==> src/rtl/regfile_wb_arbiter.sv <==
// Write-back arbiter for the register file's two write ports: three result sources,
// round-robin order, up to two writes per cycle, all register-file controls registered.
module regfile_wb_arbiter #(
  parameter int unsigned DW = 16,
  parameter int unsigned AW = 4
) (
  input  logic            clk,
  input  logic            rst,
  input  logic            wb_stall,
  input  logic [2:0]      src_valid,
  input  logic [2:0]      src_dual,
  input  logic [3*AW-1:0] src_reg1,
  input  logic [3*DW-1:0] src_data1,
  input  logic [3*AW-1:0] src_reg2,
  input  logic [3*DW-1:0] src_data2,
  output logic [2:0]      src_ready,
  output logic            RegWrite,
  output logic            WriteOP2,
  output logic [AW-1:0]   WriteReg1,
  output logic [AW-1:0]   WriteReg2,
  output logic [DW-1:0]   WriteData1,
  output logic [DW-1:0]   WriteData2,
  output logic [2:0]      last_grant
);

  logic [1:0]    r_ptr;
  logic          r_regwrite;
  logic          r_op2;
  logic [AW-1:0] r_wreg1;
  logic [AW-1:0] r_wreg2;
  logic [DW-1:0] r_wdata1;
  logic [DW-1:0] r_wdata2;
  logic [2:0]    r_last;

  logic [AW-1:0] w_r1 [3];
  logic [AW-1:0] w_r2 [3];
  logic [DW-1:0] w_d1 [3];
  logic [DW-1:0] w_d2 [3];
  logic [1:0]    w_ord [3];
  logic          w_found;
  logic [1:0]    w_fpos;
  logic [1:0]    w_first;
  logic [1:0]    w_second;
  logic          w_pack;
  logic [2:0]    w_grant;
  logic [1:0]    w_ptr_d;

  function automatic logic [1:0] f_inc3(input logic [1:0] x);
    return (x == 2'd2) ? 2'd0 : x + 2'd1;
  endfunction

  always_comb begin
    for (int i = 0; i < 3; i++) begin
      w_r1[i] = src_reg1[i*AW +: AW];
      w_r2[i] = src_reg2[i*AW +: AW];
      w_d1[i] = src_data1[i*DW +: DW];
      w_d2[i] = src_data2[i*DW +: DW];
    end
  end

  always_comb begin
    w_ord[0] = r_ptr;
    w_ord[1] = f_inc3(r_ptr);
    w_ord[2] = f_inc3(w_ord[1]);
  end

  always_comb begin
    w_found  = 1'b0;
    w_fpos   = 2'd0;
    w_second = 2'd0;
    w_pack   = 1'b0;
    w_grant  = 3'b000;
    w_ptr_d  = r_ptr;
    for (int k = 0; k < 3; k++) begin
      if (!w_found && src_valid[w_ord[k]]) begin
        w_found = 1'b1;
        w_fpos  = 2'(k);
      end
    end
    w_first = w_ord[w_fpos];
    // Only the immediately next source may pack; skipping a dual would starve it.
    if (w_fpos != 2'd2) begin
      w_second = w_ord[w_fpos + 2'd1];
      w_pack   = !src_dual[w_first] && src_valid[w_second] && !src_dual[w_second] &&
                 (w_r1[w_second] != w_r1[w_first]);
    end
    if (w_found && !wb_stall && !rst) begin
      w_grant[w_first] = 1'b1;
      if (w_pack) begin
        w_grant[w_second] = 1'b1;
        w_ptr_d           = f_inc3(w_second);
      end else begin
        w_ptr_d = f_inc3(w_first);
      end
    end
  end

  always_ff @(posedge clk) begin
    if (rst) begin
      r_ptr      <= 2'd0;
      r_regwrite <= 1'b0;
      r_op2      <= 1'b0;
      r_wreg1    <= '0;
      r_wreg2    <= '0;
      r_wdata1   <= '0;
      r_wdata2   <= '0;
      r_last     <= 3'b000;
    end else begin
      r_ptr  <= w_ptr_d;
      r_last <= w_grant;
      if (|w_grant) begin
        r_regwrite <= 1'b1;
        r_wreg1    <= w_r1[w_first];
        if (src_dual[w_first]) begin
          // A dual to one register collapses to a single write of the later value.
          if (w_r1[w_first] == w_r2[w_first]) begin
            r_wdata1 <= w_d2[w_first];
            r_op2    <= 1'b0;
          end else begin
            r_wdata1 <= w_d1[w_first];
            r_wreg2  <= w_r2[w_first];
            r_wdata2 <= w_d2[w_first];
            r_op2    <= 1'b1;
          end
        end else begin
          r_wdata1 <= w_d1[w_first];
          if (w_pack) begin
            r_wreg2  <= w_r1[w_second];
            r_wdata2 <= w_d1[w_second];
            r_op2    <= 1'b1;
          end else begin
            r_op2 <= 1'b0;
          end
        end
      end else begin
        r_regwrite <= 1'b0;
        r_op2      <= 1'b0;
      end
    end
  end

  assign src_ready  = w_grant;
  assign RegWrite   = r_regwrite;
  assign WriteOP2   = r_op2;
  assign WriteReg1  = r_wreg1;
  assign WriteReg2  = r_wreg2;
  assign WriteData1 = r_wdata1;
  assign WriteData2 = r_wdata2;
  assign last_grant = r_last;

endmodule

==> config.mk <==
export PLATFORM = sky130hd
export DESIGN_NAME = regfile_wb_arbiter
export DESIGN_NICKNAME = d
export VERILOG_FILES = /design/src/rtl/regfile_wb_arbiter.sv
export SDC_FILE = /design/constraint.sdc
export NUM_CORES = 1
export LEC_CHECK = 0
export BUFFER_PORTS_ARGS = -buffer_cell sky130_fd_sc_hd__buf_4
export CAP_MARGIN = 15
export CORE_MARGIN = 3
export CORE_UTILIZATION = 35
export CTS_BUF_LIST = sky130_fd_sc_hd__clkbuf_8
export CTS_CLUSTER_SIZE = 10
export DETAILED_ROUTE_END_ITERATION = 10
export PLACE_DENSITY = 0.69
export SLEW_MARGIN = 30
export SYNTH_ARGS = -nofsm -noshare
export SYNTH_HDL_FRONTEND = slang
export SYNTH_SLANG_ARGS = --single-unit
==> constraint.sdc <==
create_clock -name clk -period 6.35 [get_ports clk]
set_input_delay 1.27 -clock clk [delete_from_list [all_inputs] [get_ports clk]]
set_output_delay 1.27 -clock clk [all_outputs]
set_load 0.01 [all_outputs]
Yosys cells after proc, flatten, opt, wreduce, memory -nomap -nowiden --
Cells that the tools add are included.
Operators by class: add/subtract/negate cells 5, magnitude comparators 13, equality and inequality tests 8, muxes and demuxes 69, bitwise operators 7, reductions and logical operators 19
Operators with widths (number):
- $mux W16 | 11
- $bmux W16 S2 | 3
- $mux W4 | 11
- $bmux W4 S2 | 4
- $mux W2 | 11
- $lt A2 B3 Y1 const B | 6
- $mux W1 | 17
- $ge A3 B3 Y1 const B | 5
- $not A2 Y3 | 5
- $bmux W1 S2 | 6
- $add A2 B1 Y2 const B | 5
- $logic_and A1 B1 Y1 | 9
- $bmux W2 S2 | 2
- $eq A2 B2 Y1 const B | 4
- $logic_not A1 Y1 | 6
- $mux W3 | 2
- $demux W1 S2 | 2
- $eq A4 B4 Y1 | 1
- $ge A2 B1 Y1 const B | 2
- $ne A2 B2 Y1 const B | 2
- $ne A4 B4 Y1 | 1
- $or A3 B3 Y3 | 1
- $reduce_and A3 Y1 | 1
- $reduce_or A3 Y1 | 1
- other kinds (3) | 3
Storage, ports and cells: register bits after elaboration 47, output and inout bits 48

Longest topological paths before layout --
depth in word-level cells 26, gate-level depth with buffers 16, depth with buffers taken out 14

Worst setup path after synthesis --
Ideal clock, no wire load.
path kind input to output, start in src_valid[0], end out src_ready[0], data arrival time 4.125 ns, data required time 5.080 ns, setup slack 0.955 ns, stages on the path 15, path buffers 1, cell sequence buf_2 > nand2b_1 > nor2_1 > a21oi_1 > o22a_1 > ha_1 > nor2b_1 > o221ai_1 > nand2_2 > nor2_4 > nand3b_1 > a221o_1 > a41oi_2 > nand3_1 > a21oi_1
On the way: word-level cells in the longest chain between the ends 23, elaborated cells on any way between the ends 62, classes of those cells 1 x add/sub; 4 x order compare; 2 x eq/ne; 37 x mux; 5 x bitwise; 13 x reduce/logical
RTL lines:
- start: declaration | line 10 | input logic [2:0] src_valid,
- parallel branches: the longest is 22 deep, another holds $add A2 B1 Y2
- $mux W3 (*) | line 87 | if (w_found && !wb_stall && !rst) begin
- end: declaration | line 16 | output logic [2:0] src_ready,
Every way passes the cells marked *. The select of a mux whose other input is x is not followed.

Worst setup path after layout --
start in src_valid[1], end out src_ready[0]
Same word-level chain as after synthesis.

==> metrics.md <==
| Metric | Value |
|---|---|
| GR Overflow Total | 0 |
| Maximum buffer depth of the clock tree | 2 |
| Post-detailed-routing wire length | ~16000 µm |
| Worst r2r src | r_ptr[1] |
| CP Data Arrival Time | about 4700 ps |
| Layout cells sized above 1 | 33.3% |
| Syn Area/Cell | about 7.3 µm² |
| Post-DP HPWL | about 12000 µm |
| Max cap viols | 0 |
| Hold path endpoint | WriteData2[14] |
| Fmax | around 170 MHz |
| Crit-path slowest cell | ha_1 |
| Largest net degree at the start of global routing | 45 |
| Root buf cell | clkbuf_8 |
| Synth Register Bits | 47 |
| Slew Viols, Final | 0 |
| Final setup viols | 0 |
| GRT Total Usage | between 20% and 30% |
| Ports | 177 |
| Worst setup EP type | primary output |
| Cts bufs inserted | 5 |
| Total power | 1.67 mW |
| Die width | 113 µm |
| FF-to-FF setup slack | 1840 ps |
| Cell Area, Placed | 5390 µm² |
| Final Hold Vio Count | 0 |
| Layout area overhead | 37.1% |
| Ys flop type | dfxtp_1 |
| Skew-Pair Late Insertion Delay | 300 ps |
| Hold buffer count at CTS | 0 |
| Post-route met1 wirelength | 6990 µm |
| Final RePlAce weighted congestion | 0.928 |
| Hold path depth | 2 |
| DR vias/cell | 5.70 |
| Worst-path maximum fanout | 12 |
| Via count | a little under 5000 |
| Die Y | 113 µm |
| Cell area after layout | between 5000 and 6000 µm² |
| H-tree depth | 2 |
| Min Clock Period, post-route | about 6000 ps |
| EDFF count, synth | 0 |
| Post-route setup TNS | 0 ps |
| WL met2 | 7190 µm |
| CP required | 5080 ps |
| Unrepaired setup endpoints after global routing | false |
| DRT iter0 DRCs | between 400 and 500 |
| YS warnings | 0 |
| Worst-path clk slew | around 100 ps |
| Most common cell on crit path | buf_4 |
| Maximum vdd ir drop | 0.151 mV |
| Nets | a little over 800 |
| Number of global-route vias before repair | 4400 |
| Most common cell after layout, fill and taps aside | buf_4 |
| Clk_skew | 5.99 ps |
| Mapped Area | slightly above 4000 µm² |
| Ant diodes | 0 |
| Pleak | 2.52 nW |
| Fin crit share | a little over nine tenths |
| CP peak stage delay | 410 ps |
| Area leader, netlist | dfxtp_1 |
| Min-delay src | WriteData2[14] |
| Status | completed |
| Tightest Pin Transition | 907 ps |
| Site Rows | 38 |
| Top Layer Used | met4 |
| Wirelength per Cell | between 15 and 20 µm |
| Die Area | around 13000 µm² |
| Slew margin rel. | 39.5% |
| DR pass1 iterations | 7 |
| Synth Instances | 552 |
| Sequential element share of the synthesized area | 23.4% |
| Initial antenna violation count | 0 |
| First-pass GRT wire length | 24000 µm |
| Core Box Area | 11000 µm² |
| DRC viols | 0 |
| Post-synth top area share | 23.4% |
| Initial cell density of the core | approximately 36% |
| R2R cell count | 13 |
| Antenna-violating nets left | 0 |
| Netlist cell types | 62 |
| CP Class | input pin to primary output |
| Worst reg2reg path endpoint | WriteData2[4] |
| Sink Count | 47 |
| Buffers added on ports | 176 |
| Crit-path cells | buf_4 > and2b_1 > a32oi_1 > o21ai_0 > ha_1 > nor2b_1 > o221ai_2 > nand2_2 > nor2_4 > nand3b_1 > a221o_1 > a41oi_2 > nand3_1 > a21oi_1 > buf_4 |
| Mapped Nets | 682 |
| Asr flop ratio synth | 0% |
| Min-Delay Path Class | flop to flop |
| Synth area leaders | dfxtp_1 23%, nand2_1 10%, a21oi_1 9.6% |
| Setup bufs post-CTS | 0 |
| Most frequent cells in the layout | 186 x buf_4, 108 x nand2_1, 77 x a21oi_1 |
| Post-CTS sizing | 0 |
| Pwr dens | a little over 300 nW/µm² |
| Met3 wire length | about 1500 µm |
| Startpoint Class | input pin |
| TritonCTS clock tree | yes |
[layout make-up]
cell class                 instances  area [µm²]
clock inverter                     3        46.3
multi-input combinational        457        2870
sequential                        47         941
timing repair buffer             186        1400
inverter                           4        15.0
clock buffer                       5        68.8
fill                            1108        5520
tap                              140         175
[how the worst max path moves through the flow]
stage	start	end	slack, ps	cells after the start
5_1_grt	src_valid[1]	src_ready[0]	190	15
3_3_place_gp	src_valid[1]	src_ready[0]	360	15
6_report	src_valid[1]	src_ready[0]	400	15
4_1_cts	src_valid[1]	src_ready[0]	320	15
2_1_floorplan	src_valid[0]	src_ready[0]	960	15
3_5_place_dp	src_valid[1]	src_ready[0]	320	15
[sequential cells by signal (all words and copies together) (netlist names)]
name / cells
WriteData1: 16
WriteData2: 16
WriteReg1: 4
WriteReg2: 4
last_grant: 3
r_ptr: 2
RegWrite: 1
WriteOP2: 1
[critical path: cells and delay by family]
| family | cells | cell delay [ps] |
|---|---|---|
| buffers and inverters | 2 | 290 |
| AO/OA/AOI/OAI | 6 | 1520 |
| AND/OR/NAND/NOR | 6 | 1160 |
| adder cells (fa/ha/maj) | 1 | 410 |
[Yosys cell counts (all sizes together), types with 6 or more instances]
| library cell | instances |
|---|---|
| a21o | 6 |
| a21oi | 78 |
| a22oi | 24 |
| buf | 14 |
| clkbuf | 30 |
| dfxtp | 47 |
| mux2 | 21 |
| mux2i | 21 |
| nand2 | 110 |
| nand2b | 26 |
| nand3 | 9 |
| nand3b | 19 |
| nor2 | 22 |
| nor2b | 6 |
| o2111ai | 6 |
| o211ai | 6 |
| o21ai | 59 |
[per-layer routing]
layer,up-vias,GRT usage (%)
li1,2268,-
met3,33,4.17
met4,0,5.21
met1,2216,34.1
met5,-,0
met2,285,36.2
[power by group]
group,switching (mW),internal (mW)
registers,0.0503,0.356
logic,0.597,0.433
clock network,0.116,0.119
[metrics by stage]
step                      setup WS, ps  std cells  hold slack (ps)  utilization [%]
after floorplan                    955        552              496                -
after global placement             358        834              462             48.9
after detailed placement           321        834              469             48.9
after CTS                          315        842              485             49.9
after global routing               189        842              509             50.0
final                              398        842              481             50.0
[logic make-up after synthesis]
| logic type | after synthesis | synth area share, % |
|---|---|---|
| mux | 42 | 12.1 |
| simple gates | 203 | 25.6 |
| fa+ha+maj | 1 | 0.311 |
| xor+xnor | 8 | 1.74 |
| flops | 47 | 23.4 |
| buf+inv | 48 | 5.47 |
| compound gates | 203 | 31.4 |
Note: power is estimated with default switching activity, not from simulation.
